File: src/rtl/stack_sequencer_if.sv
// Bundle between the stack sequencer and its surroundings: op handshake, register-file
// write port, data-memory port and the PC/flags load strobes.
interface stack_sequencer_if #(
   parameter int DW = 8
);
   logic          op_valid;
   logic          op_ready;
   logic [2:0]    op_code;
   logic [1:0]    op_reg;
   logic [DW-1:0] op_data;
   logic [DW-1:0] op_target;
   logic [3:0]    flags_in;
   logic [DW-1:0] sp_in;

   logic          rf_wr_en;
   logic [1:0]    rf_waddr;
   logic [DW-1:0] rf_wdata;
   logic          sp_inc;

   logic          mem_req;
   logic          mem_we;
   logic [DW-1:0] mem_addr;
   logic [DW-1:0] mem_wdata;
   logic [DW-1:0] mem_rdata;
   logic          mem_ack;

   logic          pc_load;
   logic [DW-1:0] pc_value;
   logic          flags_load;
   logic [3:0]    flags_value;
   logic          done;
   logic          err;
   logic          stack_err;

   // master is the sequencer: it drives the register file, memory and PC/flags loads
   modport master (
      input  op_valid, op_code, op_reg, op_data, op_target, flags_in, sp_in,
             mem_rdata, mem_ack,
      output op_ready, rf_wr_en, rf_waddr, rf_wdata, sp_inc,
             mem_req, mem_we, mem_addr, mem_wdata,
             pc_load, pc_value, flags_load, flags_value, done, err, stack_err
   );

   modport slave (
      output op_valid, op_code, op_reg, op_data, op_target, flags_in, sp_in,
             mem_rdata, mem_ack,
      input  op_ready, rf_wr_en, rf_waddr, rf_wdata, sp_inc,
             mem_req, mem_we, mem_addr, mem_wdata,
             pc_load, pc_value, flags_load, flags_value, done, err, stack_err
   );
endinterface

File: src/rtl/stack_sequencer.sv
// Multi-cycle PUSH/POP/CALL/RET/INT/RTI controller on a full-descending stack whose
// pointer lives in R3; all outputs are registered straight out of the state machine.
module stack_sequencer #(
   parameter int DW = 8
) (
   input  logic              clk,
   input  logic              rst,
   stack_sequencer_if.master bus
);
   localparam logic [2:0] OP_PUSH = 3'b000;
   localparam logic [2:0] OP_POP  = 3'b001;
   localparam logic [2:0] OP_CALL = 3'b010;
   localparam logic [2:0] OP_RET  = 3'b011;
   localparam logic [2:0] OP_INT  = 3'b100;
   localparam logic [2:0] OP_RTI  = 3'b101;

   localparam logic [DW-1:0] SP_TOP = '1;
   localparam logic [DW-1:0] ONE    = DW'(1);

   typedef enum logic [2:0] {IDLE, MWR, SPDEC, SPINC, MRD, WB, DONE} state_t;

   state_t        state;
   logic          phase;
   logic [2:0]    op_q;
   logic [1:0]    reg_q;
   logic [DW-1:0] target_q;
   logic [3:0]    flags_q;
   logic [3:0]    pop_flags_q;

   function automatic logic stack_fault(input logic [2:0] code, input logic [DW-1:0] sp);
      case (code)
         OP_PUSH, OP_CALL: stack_fault = (sp == '0);
         OP_INT:           stack_fault = (sp <= ONE);
         OP_POP, OP_RET:   stack_fault = (sp == SP_TOP);
         OP_RTI:           stack_fault = (sp >= SP_TOP - ONE);
         default:          stack_fault = 1'b0;
      endcase
   endfunction

   function automatic logic is_push_op(input logic [2:0] code);
      is_push_op = (code == OP_PUSH) || (code == OP_CALL) || (code == OP_INT);
   endfunction

   // Addresses are computed one cycle ahead: SP writes land at the end of SPDEC/SPINC,
   // so the registered address must already reflect the value sp_in will show next.
   always_ff @(posedge clk or negedge rst) begin
      if (!rst) begin
         state           <= IDLE;
         phase           <= 1'b0;
         op_q            <= '0;
         reg_q           <= '0;
         target_q        <= '0;
         flags_q         <= '0;
         pop_flags_q     <= '0;
         bus.op_ready    <= 1'b1;
         bus.rf_wr_en    <= 1'b0;
         bus.rf_waddr    <= '0;
         bus.rf_wdata    <= '0;
         bus.sp_inc      <= 1'b0;
         bus.mem_req     <= 1'b0;
         bus.mem_we      <= 1'b0;
         bus.mem_addr    <= '0;
         bus.mem_wdata   <= '0;
         bus.pc_load     <= 1'b0;
         bus.pc_value    <= '0;
         bus.flags_load  <= 1'b0;
         bus.flags_value <= '0;
         bus.done        <= 1'b0;
         bus.err         <= 1'b0;
         bus.stack_err   <= 1'b0;
      end else begin
         bus.rf_wr_en   <= 1'b0;
         bus.sp_inc     <= 1'b0;
         bus.pc_load    <= 1'b0;
         bus.flags_load <= 1'b0;
         bus.done       <= 1'b0;
         bus.err        <= 1'b0;

         case (state)
            IDLE: begin
               if (bus.op_valid && bus.op_ready) begin
                  op_q         <= bus.op_code;
                  reg_q        <= bus.op_reg;
                  target_q     <= bus.op_target;
                  flags_q      <= bus.flags_in;
                  phase        <= 1'b0;
                  bus.op_ready <= 1'b0;
                  if (bus.op_code[2:1] == 2'b11) begin
                     state    <= DONE;
                     bus.done <= 1'b1;
                  end else if (stack_fault(bus.op_code, bus.sp_in)) begin
                     state         <= DONE;
                     bus.done      <= 1'b1;
                     bus.err       <= 1'b1;
                     bus.stack_err <= 1'b1;
                  end else if (is_push_op(bus.op_code)) begin
                     state         <= MWR;
                     bus.mem_req   <= 1'b1;
                     bus.mem_we    <= 1'b1;
                     bus.mem_addr  <= bus.sp_in;
                     bus.mem_wdata <= bus.op_data;
                  end else begin
                     state      <= SPINC;
                     bus.sp_inc <= 1'b1;
                  end
               end
            end

            MWR: begin
               if (bus.mem_ack) begin
                  state        <= SPDEC;
                  bus.mem_req  <= 1'b0;
                  bus.mem_we   <= 1'b0;
                  bus.rf_wr_en <= 1'b1;
                  bus.rf_waddr <= 2'd3;
                  bus.rf_wdata <= bus.sp_in - ONE;
               end
            end

            SPDEC: begin
               if (op_q == OP_INT && !phase) begin
                  phase         <= 1'b1;
                  state         <= MWR;
                  bus.mem_req   <= 1'b1;
                  bus.mem_we    <= 1'b1;
                  bus.mem_addr  <= bus.sp_in - ONE;
                  bus.mem_wdata <= {{(DW-4){1'b0}}, flags_q};
               end else begin
                  state    <= DONE;
                  bus.done <= 1'b1;
                  if (op_q == OP_CALL || op_q == OP_INT) begin
                     bus.pc_load  <= 1'b1;
                     bus.pc_value <= target_q;
                  end
               end
            end

            SPINC: begin
               state        <= MRD;
               bus.mem_req  <= 1'b1;
               bus.mem_we   <= 1'b0;
               bus.mem_addr <= bus.sp_in + ONE;
            end

            MRD: begin
               if (bus.mem_ack) begin
                  bus.mem_req <= 1'b0;
                  pop_flags_q <= bus.mem_rdata[3:0];
                  if (op_q == OP_POP) begin
                     state        <= WB;
                     bus.rf_wr_en <= 1'b1;
                     bus.rf_waddr <= reg_q;
                     bus.rf_wdata <= bus.mem_rdata;
                  end else if (op_q == OP_RTI && !phase) begin
                     phase      <= 1'b1;
                     state      <= SPINC;
                     bus.sp_inc <= 1'b1;
                  end else begin
                     state        <= DONE;
                     bus.done     <= 1'b1;
                     bus.pc_load  <= 1'b1;
                     bus.pc_value <= bus.mem_rdata;
                     if (op_q == OP_RTI) begin
                        bus.flags_load  <= 1'b1;
                        bus.flags_value <= pop_flags_q;
                     end
                  end
               end
            end

            WB: begin
               state    <= DONE;
               bus.done <= 1'b1;
            end

            DONE: begin
               state        <= IDLE;
               bus.op_ready <= 1'b1;
            end

            default: state <= IDLE;
         endcase
      end
   end
endmodule

File: src/flat_wrapper.sv
// flat-port wrapper written by rule: the top's interface ports become plain ports
module stack_sequencer_flat 
#(
   parameter int DW = 8
)
  (clk, rst, bus_op_valid, bus_op_code, bus_op_reg, bus_op_data, bus_op_target, bus_flags_in, bus_sp_in, bus_mem_rdata, bus_mem_ack, bus_op_ready, bus_rf_wr_en, bus_rf_waddr, bus_rf_wdata, bus_sp_inc, bus_mem_req, bus_mem_we, bus_mem_addr, bus_mem_wdata, bus_pc_load, bus_pc_value, bus_flags_load, bus_flags_value, bus_done, bus_err, bus_stack_err);
  stack_sequencer_if #(.DW(DW)) bus_i ();
  input  logic clk;
  input  logic rst;
  input wire logic [$bits(bus_i.op_valid)-1:0] bus_op_valid;
  input wire logic [$bits(bus_i.op_code)-1:0] bus_op_code;
  input wire logic [$bits(bus_i.op_reg)-1:0] bus_op_reg;
  input wire logic [$bits(bus_i.op_data)-1:0] bus_op_data;
  input wire logic [$bits(bus_i.op_target)-1:0] bus_op_target;
  input wire logic [$bits(bus_i.flags_in)-1:0] bus_flags_in;
  input wire logic [$bits(bus_i.sp_in)-1:0] bus_sp_in;
  input wire logic [$bits(bus_i.mem_rdata)-1:0] bus_mem_rdata;
  input wire logic [$bits(bus_i.mem_ack)-1:0] bus_mem_ack;
  output wire logic [$bits(bus_i.op_ready)-1:0] bus_op_ready;
  output wire logic [$bits(bus_i.rf_wr_en)-1:0] bus_rf_wr_en;
  output wire logic [$bits(bus_i.rf_waddr)-1:0] bus_rf_waddr;
  output wire logic [$bits(bus_i.rf_wdata)-1:0] bus_rf_wdata;
  output wire logic [$bits(bus_i.sp_inc)-1:0] bus_sp_inc;
  output wire logic [$bits(bus_i.mem_req)-1:0] bus_mem_req;
  output wire logic [$bits(bus_i.mem_we)-1:0] bus_mem_we;
  output wire logic [$bits(bus_i.mem_addr)-1:0] bus_mem_addr;
  output wire logic [$bits(bus_i.mem_wdata)-1:0] bus_mem_wdata;
  output wire logic [$bits(bus_i.pc_load)-1:0] bus_pc_load;
  output wire logic [$bits(bus_i.pc_value)-1:0] bus_pc_value;
  output wire logic [$bits(bus_i.flags_load)-1:0] bus_flags_load;
  output wire logic [$bits(bus_i.flags_value)-1:0] bus_flags_value;
  output wire logic [$bits(bus_i.done)-1:0] bus_done;
  output wire logic [$bits(bus_i.err)-1:0] bus_err;
  output wire logic [$bits(bus_i.stack_err)-1:0] bus_stack_err;
  assign bus_i.op_valid = bus_op_valid;
  assign bus_i.op_code = bus_op_code;
  assign bus_i.op_reg = bus_op_reg;
  assign bus_i.op_data = bus_op_data;
  assign bus_i.op_target = bus_op_target;
  assign bus_i.flags_in = bus_flags_in;
  assign bus_i.sp_in = bus_sp_in;
  assign bus_i.mem_rdata = bus_mem_rdata;
  assign bus_i.mem_ack = bus_mem_ack;
  assign bus_op_ready = bus_i.op_ready;
  assign bus_rf_wr_en = bus_i.rf_wr_en;
  assign bus_rf_waddr = bus_i.rf_waddr;
  assign bus_rf_wdata = bus_i.rf_wdata;
  assign bus_sp_inc = bus_i.sp_inc;
  assign bus_mem_req = bus_i.mem_req;
  assign bus_mem_we = bus_i.mem_we;
  assign bus_mem_addr = bus_i.mem_addr;
  assign bus_mem_wdata = bus_i.mem_wdata;
  assign bus_pc_load = bus_i.pc_load;
  assign bus_pc_value = bus_i.pc_value;
  assign bus_flags_load = bus_i.flags_load;
  assign bus_flags_value = bus_i.flags_value;
  assign bus_done = bus_i.done;
  assign bus_err = bus_i.err;
  assign bus_stack_err = bus_i.stack_err;
  stack_sequencer #(.DW(DW)) u_core (.clk(clk), .rst(rst), .bus(bus_i));
endmodule
File: config.mk
export PLATFORM = sky130hd
export DESIGN_NAME = stack_sequencer_flat
export DESIGN_NICKNAME = d
export VERILOG_FILES = /design/src/rtl/stack_sequencer_if.sv /design/src/rtl/stack_sequencer.sv /design/src/flat_wrapper.sv
export SDC_FILE = /design/constraint.sdc
export NUM_CORES = 1
export LEC_CHECK = 0
export BUFFER_PORTS_ARGS = -buffer_cell sky130_fd_sc_hd__buf_2
export CORE_UTILIZATION = 45
export DETAILED_ROUTE_END_ITERATION = 8
export GPL_TIMING_DRIVEN = 0
export PLACE_DENSITY = 0.69
export SLEW_MARGIN = 40
export SYNTH_ARGS = -nofsm -noshare
export SYNTH_HDL_FRONTEND = slang
export SYNTH_SLANG_ARGS = --single-unit
File: constraint.sdc
create_clock -name clk -period 6 [get_ports clk]
set_input_delay 0.3 -clock clk [delete_from_list [all_inputs] [get_ports clk]]
set_output_delay 0.3 -clock clk [all_outputs]
set_load 0.1 [all_outputs]
**Yosys cells after proc, flatten, opt, wreduce, memory -nomap -nowiden**

Index checks and enable logic that the tools add are counted.
Widths: inputs -> output; s select.

- Flip-flop bits (word level): 73
- Bits of input ports: 45
- Output and inout port bits: 48
- Logic and storage cells: 180

- $add $sub $neg: 2
- Magnitude comparators: 2
- Equality and inequality tests: 31
- Muxes and demuxes: 85
- Bitwise operators: 3
- Reduce and logical (&&, ||, !) cells: 34

Operators with widths:

| operator | count |
|---|---|
| $mux 8 | 18 |
| $pmux 8 s2 | 3 |
| $mux 1 | 40 |
| $mux 3 | 8 |
| $pmux 8 s3 | 1 |
| $reduce_and 6->1 | 4 |
| $eq 3x3->1 const B | 7 |
| $pmux 3 s6 | 1 |
| $pmux 1 s4 | 4 |
| $eq 3x2->1 const B | 5 |
| $ne 2x1->1 const B | 7 |
| $ne 2x2->1 const B | 7 |
| $reduce_and 7->1 | 2 |
| $eq 3x1->1 const B | 3 |
| $add 8x1->8 const B | 1 |
| $eq 8x8->1 const B | 1 |
| $ge 8x8->1 const B | 1 |
| $le 8x1->1 const B | 1 |
| $logic_not 8->1 | 1 |
| $mux 2 | 4 |
| $pmux 1 s2 | 4 |
| $reduce_and 4->1 | 2 |
| $reduce_bool 2->1 | 4 |
| $reduce_bool 4->1 | 2 |
| 14 further kinds | 26 |

**Longest topological paths before layout**

Gate-level depths: netlist (run 1).

- Depth after elaboration: 10
- Mapped depth: 7
- Gate-level depth less buffers: 7

**Least setup slack after synthesis (run 1)**

No wires, ideal clock.

- Kind: in2reg
- From: in bus_sp_in[0]
- To: reg u_core.bus.mem_wdata[0] (netlist name)
- Arrival time: 2.114 ns
- Setup slack: 3.760 ns
- Stages on the path: 7
- Buffers on the path: 0
- Path through: inv_1 -> ha_1 -> or2_2 -> a31oi_1 -> nor4_4 -> o32ai_4 -> mux2_2

- Word-level cells in the longest chain between the ends: 7

Ends and longest elaborated chain:

| item | line | RTL |
|---|---|---|
| start, declared | flat_wrapper.sv:16 | `input wire logic [$bits(bus_i.sp_in)-1:0] bus_sp_in;` |
| $ge 8x8->1, or another cell as far along | stack_sequencer.sv:35 | `OP_RTI: stack_fault = (sp >= SP_TOP - ONE);` |
| $pmux 1 s4 (*) | stack_sequencer.sv:31 | `case (code)` |
| $mux 1 (*) | stack_sequencer.sv:88 | `if (bus.op_code[2:1] == 2'b11) begin` |
| $mux 1 (*) | stack_sequencer.sv:81 | `if (bus.op_valid && bus.op_ready) begin` |
| $mux 1 (*) | stack_sequencer.sv:79 | `case (state)` |
| $ne 2x2->1 (no line) (*) | -- |  |
| $reduce_and 6->1 (no line) (*) | -- |  |
| end signal, assigned | stack_sequencer.sv:101 | `bus.mem_wdata <= bus.op_data;` |
| end signal, assigned | stack_sequencer.sv:127 | `bus.mem_wdata <= {{(DW-4){1'b0}}, flags_q};` |
| end, declared | stack_sequencer_if.sv:40 | `mem_req, mem_we, mem_addr, mem_wdata,` |

Mark *: on every way between the ends. The rest lies on a longest branch, timed or not. The select of a mux whose other input is x is not followed.
A chain may end at the register's enable or synchronous reset.

**Final worst setup path (run 1)**

- From: reg u_core.state[2]
- To: reg u_core.bus.rf_wdata[4]

- Word-level cells in the longest chain between the ends: 3

Ends and longest elaborated chain:

| item | line | RTL |
|---|---|---|
| start, declared | stack_sequencer.sv:22 | `state_t state;` |
| start signal, assigned | stack_sequencer.sv:48 | `state <= IDLE;` |
| start signal, assigned | stack_sequencer.sv:89 | `state <= DONE;` |
| start signal, assigned | stack_sequencer.sv:92 | `state <= DONE;` |
| $eq 3x3->1 / $eq 3x1->1 (equally long branches) | stack_sequencer.sv:79 |  |
| $ne 2x1->1 (no line), or another cell as far along | -- |  |
| $reduce_and 4->1 (no line) | -- |  |
| end signal, assigned | stack_sequencer.sv:116 | `bus.rf_wdata <= bus.sp_in - ONE;` |
| end signal, assigned | stack_sequencer.sv:153 | `bus.rf_wdata <= bus.mem_rdata;` |
| end, declared | stack_sequencer_if.sv:39 | `output op_ready, rf_wr_en, rf_waddr, rf_wdata, sp_inc,` |

Several ways; a longest one is shown, not always the timed one.

==> results of run 1 <==
-- cell usage after synthesis (2+ instances only) --
library cell  count  area (sq um)
dfrtp_1          72          1800
nand2_1          53           199
mux2_2           44           495
o21ai_0          25           125
a21oi_1          18          90.1
inv_1            16          60.1
nor2_1           14          52.6
clkbuf_1         13          48.8
nor2b_1          10          62.6
xor2_1            7          61.3
xnor2_1           6          52.6
ha_1              5          62.6
nand3_1           5          25.0
nand4_1           5          31.3
nor3_1            5          25.0
nand2b_1          4          25.0
a221oi_1          3          26.3
a31oi_1           3          18.8
and3_1            2          12.5
buf_2             2          10.0
buf_4             2          15.0
buf_6             2          22.5
mux2i_1           2          20.0
nand2_2           2          12.5
nor3b_1           2          15.0
nor4_4            2          42.5
nor4b_1           2          17.5
o21bai_1          2          15.0
o22a_1            2          17.5
o32ai_4           2          55.1
or2_2             2          12.5
-- worst min-delay path, delay by kind of cell --
kind / cells / cell delay, ns
AND/OR/NAND/NOR: 2 / 0.08
buffers and inverters: 1 / 0.08
-- placed cells by master (no fill, tap or decap), types with 2 or more instances in the layout --
cell        instances
clkbuf_1           14
inv_1              16
clkinvlp_4          2
a21oi_1            18
xor2_1              7
nand2_1            53
xnor2_1             6
nor3_1              5
mux2i_1             2
buf_2              89
a31oi_1             3
o32ai_4             2
nand4_1             5
nor4b_1             2
o21ai_0            25
dfrtp_1            72
buf_6               3
nor2b_1            10
o22a_1              2
nand2b_1            4
clkbuf_8            9
a221oi_1            3
nand3_1             5
or2_2               2
nor3b_1             2
mux2_2             44
clkinv_2            2
nand2_2             2
o21bai_1            2
nor4_4              2
buf_4               2
ha_1                5
nor2_1             14
and3_1              2
-- area by class of cell --
class	instances	area [sq um]	area share
plain buffers	20	100	0.0218
clock buffers	10	128	0.0277
clock inverters	6	42.5	0.00925
inverters	17	63.8	0.0139
multi-input cells	254	1820	0.396
flip-flops and latches	73	1830	0.397
well taps	105	131	0.0286
repair buffers	90	484	0.105
-- cells by family after synthesis --
| family | share of synthesized area |
|---|---|
| AOI/OAI and AO/OA | 0.129 |
| xor gates and xnor gates | 0.0299 |
| adders and majority gates | 0.0164 |
| buffers and inverters | 0.0430 |
| DFF | 0.479 |
| muxes | 0.139 |
| and+or+nand+nor | 0.163 |
-- layer usage --
layer | GRT usage | vias up | share of wire
met1 | 0.278 | 1512 | 0.45
li1 | - | 1474 | -
met5 | 0 | - | 0
met4 | 0.0526 | 0 | 0.0085
met3 | 0.0623 | 8 | 0.061
met2 | 0.355 | 107 | 0.48
-- sequential cells by signal (all words and copies together), names as in the netlist, 2 cells and up --
register / cells
u_core.bus.mem_addr: 8
u_core.pop_flags_q: 4
u_core.bus.mem_wdata: 8
u_core.bus.rf_waddr: 2
u_core.bus.pc_value: 8
u_core.reg_q: 2
u_core.bus.flags_value: 4
u_core.flags_q: 4
u_core.bus.rf_wdata: 8
u_core.state: 3
u_core.op_q: 3
u_core.target_q: 8
-- worst paths after layout --
kind,start,endpoint,slack (ns),depth (start not counted)
worst max-delay path,u_core.state[2]$_DFFE_PN0P_,u_core.bus.rf_wdata[4]$_DFFE_PN0P_,3.49,6
worst min-delay path,bus_op_reg[0],u_core.reg_q[0]$_DFFE_PN0P_,0.12,3
worst max register to register,u_core.state[2]$_DFFE_PN0P_,u_core.bus.rf_wdata[4]$_DFFE_PN0P_,3.49,6
worst min register to register,u_core.bus.stack_err$_DFFE_PN0P_,u_core.bus.stack_err$_DFFE_PN0P_,0.48,1
max in group asynchronous,rst,u_core.bus.op_ready$_DFFE_PN1P_,5.05,3
min in group asynchronous,rst,u_core.bus.pc_load$_DFF_PN0_,0.36,2
-- stage by stage --
stage	hold slack [ns]	utilization	area (sq um)
6_report	0.122	0.560	4600
5_1_grt	0.134	0.560	4600
4_1_cts	0.122	0.559	4590
3_5_place_dp	0.190	0.537	4410
3_3_place_gp	0.463	0.533	4380
2_1_floorplan	0.00441	-	3810
==> results.yml, run 1 <==
clock_tree:
  clock_latency_ns: 0.36
  clock_path_buffers: 2
  cts_root_buffer: "clkbuf_8"
  cts_resized: 0
  cts_setup_buffers: 0
  tritoncts: "built"
  clock-sinks: 73
  cts_made_buffers: 9
  clk_pin_slew_ns: 0.09
  htree_num_levels: 3
  hold_buffers: 1
setup_path:
  max_stage_delay_ns: 0.55
  path_class: "reg -> reg"
  critical_path.top_delay_family: "simple AND/OR/NAND/NOR gates"
  path_max_fanout: 10
  slowest_stage: "nor3b_1"
  cp_cell_sequence: "clkbuf_1 -> nor2b_1 -> a21oi_1 -> nor3b_1 -> buf_2 -> mux2_2"
  cp-start-kind: "flip-flop"
  crit_arrival_ns: 2.75
  endpoint_kind: "flip-flop"
  crit_required_ns: 6.23
  critPathBufInv: 2
timing:
  finalSetupViolations: 0
  slew_violations: 0
  hold_viol: 0
  max_freq_mhz: 398
  finalSetupTns_ns: 0
  fin_skew_ns: 0.0156
  relSlewSlack: 0.581
  rsz0062_at_grt: "false"
  tightest_slew_ns: 0.627
  fin_crit_ns: 2.51
  timing.final.crit_share: 0.419
  fin_ws_ns: 3.49
yosys:
  async_reset_ff_frac: 1.00
  ys_warn_count: 0
  ys_types: 61
  yosysSeqAreaShare: 0.479
  ys_seq_elements: 73
  syn_inst: 364
  ys_dominant_reg_cell: "dfrtp_1"
  synth_edf_count: 0
  netlist_area_sq_um: 3810
  syn_area_per_cell_sq_um: 10.5
  syn_nets: 414
detailed_routing:
  drt_first_pass_iters: 4
  route.detailed.vias_per_inst: 5.39
  final_antenna_net_count: 0
  drc: 0
  routed-via-count: 3101
  wire_per_inst_um: 15.5
  wirelength_um: 8930
  drt_iter0_drc: 168
layout:
  diodes: 0
  final_cells: 575
  area_growth_syn_to_layout_pct: 20.6
  drive_above_1_share: 0.360
  nets: 515
  fill_cells: 754
grt:
  grt_pass1_wl_um: 14400
  grtUsageTotal: 0.215
  overflow: 0
  antenna_found_initial: 0
  grt_max_degree: 47
  grt_pass1_vias: 2964
floorplanning:
  die_h_um: 94.1
  coreArea_sq_um: 8220
  num_io_pins: 93
  die_area_sq_um: 8850
  start_util: 0.464
  rows: 33
  die_x_um: 94.1
hold_path:
  hp-class: "in -> reg"
flow_run:
  max_cap_viol_count: 0
placed_design:
  hpwl_um: 6670
  port_buffers: 87
  dp.cells: 557
  pre_cts_ws_ns: 3.25
  globalplace.congestion: 0.915
status:
  status: "complete, no violations"
Power of run 1 is not shown: default switching activity piles up to over one toggle a cycle in this logic, so the estimate is an artifact.
==> run 2, diff against run 1 <==
--- a/config.mk
+++ b/config.mk
@@ -5,11 +5,12 @@
 export SDC_FILE = /design/constraint.sdc
 export NUM_CORES = 1
 export LEC_CHECK = 0
+export ABC_AREA = 1
 export BUFFER_PORTS_ARGS = -buffer_cell sky130_fd_sc_hd__buf_2
 export CORE_UTILIZATION = 45
 export DETAILED_ROUTE_END_ITERATION = 8
 export GPL_TIMING_DRIVEN = 0
-export PLACE_DENSITY = 0.69
+export PLACE_DENSITY = 0.71
 export SLEW_MARGIN = 40
 export SYNTH_ARGS = -nofsm -noshare
 export SYNTH_HDL_FRONTEND = slang
==> constraint.sdc (replaced) <==
create_clock -name clk -period 2.2 [get_ports clk]
set_input_delay 0.11 -clock clk [delete_from_list [all_inputs] [get_ports clk]]
set_output_delay 0.11 -clock clk [all_outputs]
set_load 0.1 [all_outputs]
==> run 2 against run 1 <==
Net effect:
- worst hold slack worse by 0.11 ns
- synthesized cell count is 38% higher
- maximum frequency is 47% higher
- flip-flop and latch count stayed put
- via count is 20% higher
- largest cell class unchanged
- final area is 6.9% higher
- critical path type unchanged
==> results.yml, run 2 <==
setup_path:
  cp-start-kind: "flip-flop"
  max_stage_delay_ns: 0.52
  cp_common_cell: "nand2_1"
  endpoint_kind: "flip-flop"
  crit_required_ns: 2.49
  r2r_end: "u_core.bus.mem_addr[7]$_DFFE_PN0P_"
  slowest_stage: "dfrtp_1"
  path_max_fanout: 8
  reg2reg_from: "u_core.state[1]$_DFFE_PN0P_"
  path_class: "reg -> reg"
  cp_cell_sequence: "nand2_1 -> nor2_1 -> nand2_1 -> nand3_1 -> nand2_1 -> nand2_1 -> nand3_1 -> nand2_1"
  crit_start: "u_core.state[1]$_DFFE_PN0P_"
  reg2reg_depth: 8
  critical_path.top_delay_family: "simple AND/OR/NAND/NOR gates"
  rrSetupSlack_ns: 0.50
  crit_arrival_ns: 1.99
  critPathBufInv: 0
grt:
  grt_pass1_wl_um: 16400
  grt_max_degree: 39
  overflow: 0
  antenna_found_initial: 0
  grt_pass1_vias: 3628
  grtUsageTotal: 0.236
layout:
  fill_cells: 793
  final_cells: 729
  area_growth_syn_to_layout_pct: 25.2
  final_cell_mix: "nand2_1, buf_2, dfrtp_1, nand3_1, inv_1"
  final_common_cell: "nand2_1"
  nets: 670
  design_area_sq_um: 4920
  multi_input_area_sq_um: 1830
  diodes: 0
  drive_above_1_share: 0.252
  register_area_sq_um: 1830
clock_tree:
  htree_num_levels: 3
  clock_latency_ns: 0.35
  clock-sinks: 73
  cts_setup_buffers: 0
  cts_made_buffers: 9
  cts_resized: 0
  clock_path_buffers: 2
  clk_pin_slew_ns: 0.08
  tritoncts: "built"
  cts_root_buffer: "clkbuf_8"
  hold_buffers: 16
yosys:
  yosysTopAreaCell: "dfrtp_1"
  ys_types: 42
  syn_nets: 551
  yosysSeqAreaShare: 0.465
  yosys.area_share.adder: 0.0159
  ys_warn_count: 0
  syn_area_per_cell_sq_um: 7.84
  yosysTopAreaCellShare: 0.459
  muxShareOfSynthArea: 0
  netlist_area_sq_um: 3930
  synth_top_family_by_area: "simple AND/OR/NAND/NOR gates"
  synth_edf_count: 0
  synth-xor-area-share: 0.00446
  ys_dominant_reg_cell: "dfrtp_1"
  synth-simple-area-share: 0.348
  synth.area.top_cells: "dfrtp_1, nand2_1, nand3_1, inv_1, o21ai_0"
  yosys-top-cells-count: "nand2_1, dfrtp_1, nand3_1"
  synth_most_common_cell: "nand2_1"
  ys_seq_elements: 73
  async_reset_ff_frac: 1.00
  syn_inst: 501
  synth-compound-area-share: 0.0965
hold_path:
  hp-class: "in -> reg"
  whs_endpoint: "u_core.pop_flags_q[2]$_DFFE_PN0P_"
  min_from: "bus_mem_rdata[2]"
  whs_path_depth: 3
timing:
  hold_viol: 0
  whs_ns: 0.00995
  finalSetupTns_ns: 0
  slew_violations: 0
  fin_skew_ns: 0.0122
  fin_crit_ns: 1.70
  max_freq_mhz: 587
  relSlewSlack: 0.571
  timing.final.crit_share: 0.775
  rsz0062_at_grt: "false"
  tightest_slew_ns: 0.641
  finalSetupViolations: 0
placed_design:
  dp.cells: 698
  hpwl_um: 7430
  place_area_sq_um: 4540
  globalplace.congestion: 0.929
  port_buffers: 91
floorplanning:
  coreArea_sq_um: 8340
  die_h_um: 95.4
  rows: 33
  die_area_sq_um: 9110
  start_util: 0.471
  num_io_pins: 93
  die_x_um: 95.4
detailed_routing:
  drt_first_pass_iters: 4
  route.detailed.vias_per_inst: 5.12
  drt_iter0_drc: 176
  wire_per_inst_um: 13.7
  wirelength_um: 10000
  routed-via-count: 3730
  final_antenna_net_count: 0
  drc: 0
flow_run:
  max_cap_viol_count: 0
status:
  status: "complete, no violations"
-- run 2: changes by cell type after synthesis, moves of 5 or more --
| cell | delta |
|---|---|
| xnor2_1 | -6 |
| nand2_2 | +5 |
| a21oi_1 | -11 |
| inv_1 | +22 |
| nor2b_1 | -10 |
| nand2_1 | +135 |
| mux2_2 | -44 |
| nor2_1 | +17 |
| o21ai_2 | +5 |
| o21a_1 | +6 |
| nand3_1 | +48 |
| xor2_1 | -5 |
| clkbuf_1 | -10 |
-- run 2: cell type report --
cell class                 instances  share of cell area
multi-input combinational        369               0.371
inverter                          44              0.0341
sequential                        73               0.372
tap                              105              0.0267
clock inverter                     6              0.0188
clock buffer                       9              0.0252
timing repair buffer             108               0.131
buffer                            15              0.0216
-- run 2: worst max path at each step --
stage / endpoint / slack (ns) / cells past startpoint
2_1_floorplan: u_core.bus.mem_addr[0]$_DFFE_PN0P_ / 0.28 / 7
3_3_place_gp: u_core.bus.mem_addr[6]$_DFFE_PN0P_ / 0.21 / 14
3_5_place_dp: u_core.bus.mem_wdata[3]$_DFFE_PN0P_ / 0.19 / 14
4_1_cts: u_core.bus.mem_wdata[3]$_DFFE_PN0P_ / 0.53 / 9
5_1_grt: u_core.bus.mem_addr[6]$_DFFE_PN0P_ / 0.30 / 14
6_report: u_core.bus.mem_addr[7]$_DFFE_PN0P_ / 0.50 / 8
-- run 2: cell families (layout without fill, tap and decap cells) --
family,after synthesis,count (layout)
adders and majority gates,5,5
xor gates and xnor gates,2,2
and+or+nand+nor,304,304
DFF,73,73
buffers and inverters,59,182
AOI/OAI and AO/OA,58,58
-- run 2: worst register-to-register path, stage by stage (launching register included) --
cell and delay (ns):
dfrtp_1 0.52, nand2_1 0.08, nor2_1 0.50, nand2_1 0.16
nand3_1 0.12, nand2_1 0.05, nand2_1 0.06, nand3_1 0.07
nand2_1 0.08
-- run 2: metrics by stage --
step | utilization | setup WS, ns
floorplan | - | 0.282
global placement | 0.541 | 0.207
detailed placement | 0.545 | 0.188
CTS | 0.590 | 0.526
global route | 0.590 | 0.296
finish | 0.590 | 0.495
-- run 2: metal layers --
| metal | vias to the layer above | GRT usage | routed length (um) |
|---|---|---|---|
| met2 | 102 | 0.386 | 4860 |
| met4 | 0 | 0.0833 | 150 |
| met5 | - | 0 | 0 |
| li1 | 1846 | - | - |
| met3 | 14 | 0.0447 | 490 |
| met1 | 1768 | 0.313 | 4500 |
Power of run 2 is left out for the same reason.
==> run 3, diff against run 2 <==
==> constraint.sdc (replaced) <==
create_clock -name clk -period 1.4 [get_ports clk]
set_input_delay 0.07 -clock clk [delete_from_list [all_inputs] [get_ports clk]]
set_output_delay 0.07 -clock clk [all_outputs]
set_load 0.1 [all_outputs]
==> run 3 against run 2 <==
Net effect:
- flip-flop and latch count is the same
- sequential share of layout area down 3.8 points
- the flow now finishes with violations (negative setup slack)
- count of clock-buffer cells in the layout grew 1
- worst setup slack got worse by 0.68 ns
- worst hold slack improved by 0.0049 ns
- routed wire length is 11% higher
- non-clock buffer count increased by 37
- largest cell class is now multi-input gates
- die area did not move
- maximum frequency grew 7.8%
- utilization grew 6.9 points
==> results.yml, run 3 (synthesized netlist as in run 2, its figures left out) <==
hold_path:
  hp-class: "in -> reg"
grt:
  grt_pass1_vias: 3579
  grt_pass1_wl_um: 17000
  grt_max_degree: 60
  overflow: 0
  antenna_found_initial: 0
  grtUsageTotal: 0.246
floorplanning:
  coreArea_sq_um: 8340
  rows: 33
  die_h_um: 95.4
  die_area_sq_um: 9110
  start_util: 0.471
  num_io_pins: 93
  die_x_um: 95.4
detailed_routing:
  wire_per_inst_um: 14.5
  drt_iter0_drc: 181
  routed-via-count: 3942
  final_antenna_net_count: 0
  route.detailed.vias_per_inst: 5.14
  wirelength_um: 11100
  drt_first_pass_iters: 5
  drc: 0
setup_path:
  path_max_fanout: 7
  reg2reg_depth: 8
  max_stage_delay_ns: 0.48
  cp_cell_sequence: "nor2_4 -> nand2_4 -> nor2_8 -> nand3_4 -> or2_4 -> buf_6 -> nand2_2 -> o21ai_2"
  crit_arrival_ns: 1.83
  cp-start-kind: "flip-flop"
  crit_end: "u_core.bus.flags_value[3]$_DFFE_PN0P_"
  reg2reg_from: "u_core.state[1]$_DFFE_PN0P_"
  path_class: "reg -> reg"
  r2r_end: "u_core.bus.flags_value[3]$_DFFE_PN0P_"
  crit_required_ns: 1.65
  crit_start: "u_core.state[1]$_DFFE_PN0P_"
  slowest_stage: "dfrtp_2"
  rrSetupSlack_ns: -0.18
  endpoint_kind: "flip-flop"
timing:
  rsz0062_at_grt: "true"
  hold_viol: 0
  finalSetupTns_ns: -6.02
  tightest_slew_ns: 0.502
  fin_ws_ns: -0.181
  finalSetupViolations: 63
  relSlewSlack: 0.668
  timing.final.crit_share: 1.13
  slew_violations: 0
  whs_ns: 0.0148
  max_freq_mhz: 633
  fin_skew_ns: 0.0123
  fin_crit_ns: 1.58
layout:
  fill_cells: 686
  final_common_cell: "nand2_1"
  area_growth_syn_to_layout_pct: 39.9
  multi_input_area_sq_um: 2000
  nets: 708
  diodes: 0
  final_util: 0.659
  final_cell_mix: "nand2_1, buf_2, dfrtp_1, nand3_1, inv_1"
  register_area_sq_um: 1830
  drive_above_1_share: 0.356
status:
  violations: "negative setup slack"
  status: "complete, but fails checks"
clock_tree:
  clock_path_buffers: 2
  clock-sinks: 73
  cts_made_buffers: 9
  htree_num_levels: 3
  cts_root_buffer: "clkbuf_8"
  clock_latency_ns: 0.36
  clk_pin_slew_ns: 0.09
  tritoncts: "built"
flow_run:
  max_cap_viol_count: 0
placed_design:
  hpwl_um: 7310
  port_buffers: 91
  globalplace.congestion: 0.957
## run 3: worst min-delay path by stage
stage / startpoint / endpoint / slack, ns / cells after the start
final: bus_mem_rdata[4] / u_core.bus.rf_wdata[4]$_DFFE_PN0P_ / 0.01 / 3
after global routing: bus_mem_rdata[7] / u_core.bus.rf_wdata[7]$_DFFE_PN0P_ / 0.002 / 3
after CTS: bus_mem_rdata[7] / u_core.bus.rf_wdata[7]$_DFFE_PN0P_ / 0.008 / 3
after detailed placement: rst / u_core.bus.flags_value[0]$_DFFE_PN0P_ / -0.09 / 1
after global placement: bus_op_target[6] / u_core.target_q[6]$_DFFE_PN0P_ / 0.27 / 3
after floorplan: rst / u_core.bus.done$_DFF_PN0_ / -0.23 / 0
## run 3: layout make-up
class | instances | area share
sequential | 73 | 0.334
timing repair buffer | 147 | 0.186
clock buffer | 10 | 0.0232
multi-input combinational | 370 | 0.365
tap | 105 | 0.0239
inverter | 44 | 0.0346
clock inverter | 5 | 0.0105
buffer | 13 | 0.0230
## run 3: metrics by stage
stage / setup WS [ns] / instances / cell area [sq um]
after floorplan: -0.251 / 501 / 3970
after global placement: -0.564 / 697 / 4560
after detailed placement: -0.635 / 698 / 4590
after CTS: -0.151 / 753 / 5170
after global routing: -0.279 / 767 / 5500
final: -0.181 / 767 / 5500
## run 3: what timing repair did
action / CTS / global route
pin swaps: 7 / 23
setup endpoints to repair: 60 / 69
cloned: 2 / 1
hold endpoints to repair: 92 / 0
setup buffers: 17 / 15
hold buffers: 21 / 0
gates resized for setup: 16 / 69
## run 3: worst max-delay path: cells and delay by family, from the launching register on
kind                   cells  cell delay [ns]
AOI/OAI and AO/OA          1             0.05
DFF                        1             0.48
buffers and inverters      1             0.14
and+or+nand+nor            6             0.82
## run 3: routing by layer
layer / part of all wire / vias up / global-route usage
met3: 0.052 / 22 / 0.0494
li1: - / 1925 / -
met2: 0.49 / 123 / 0.401
met4: 0.020 / 0 / 0.0808
met5: 0 / - / 0
met1: 0.44 / 1872 / 0.329
Power of run 3 is left out for the same reason.
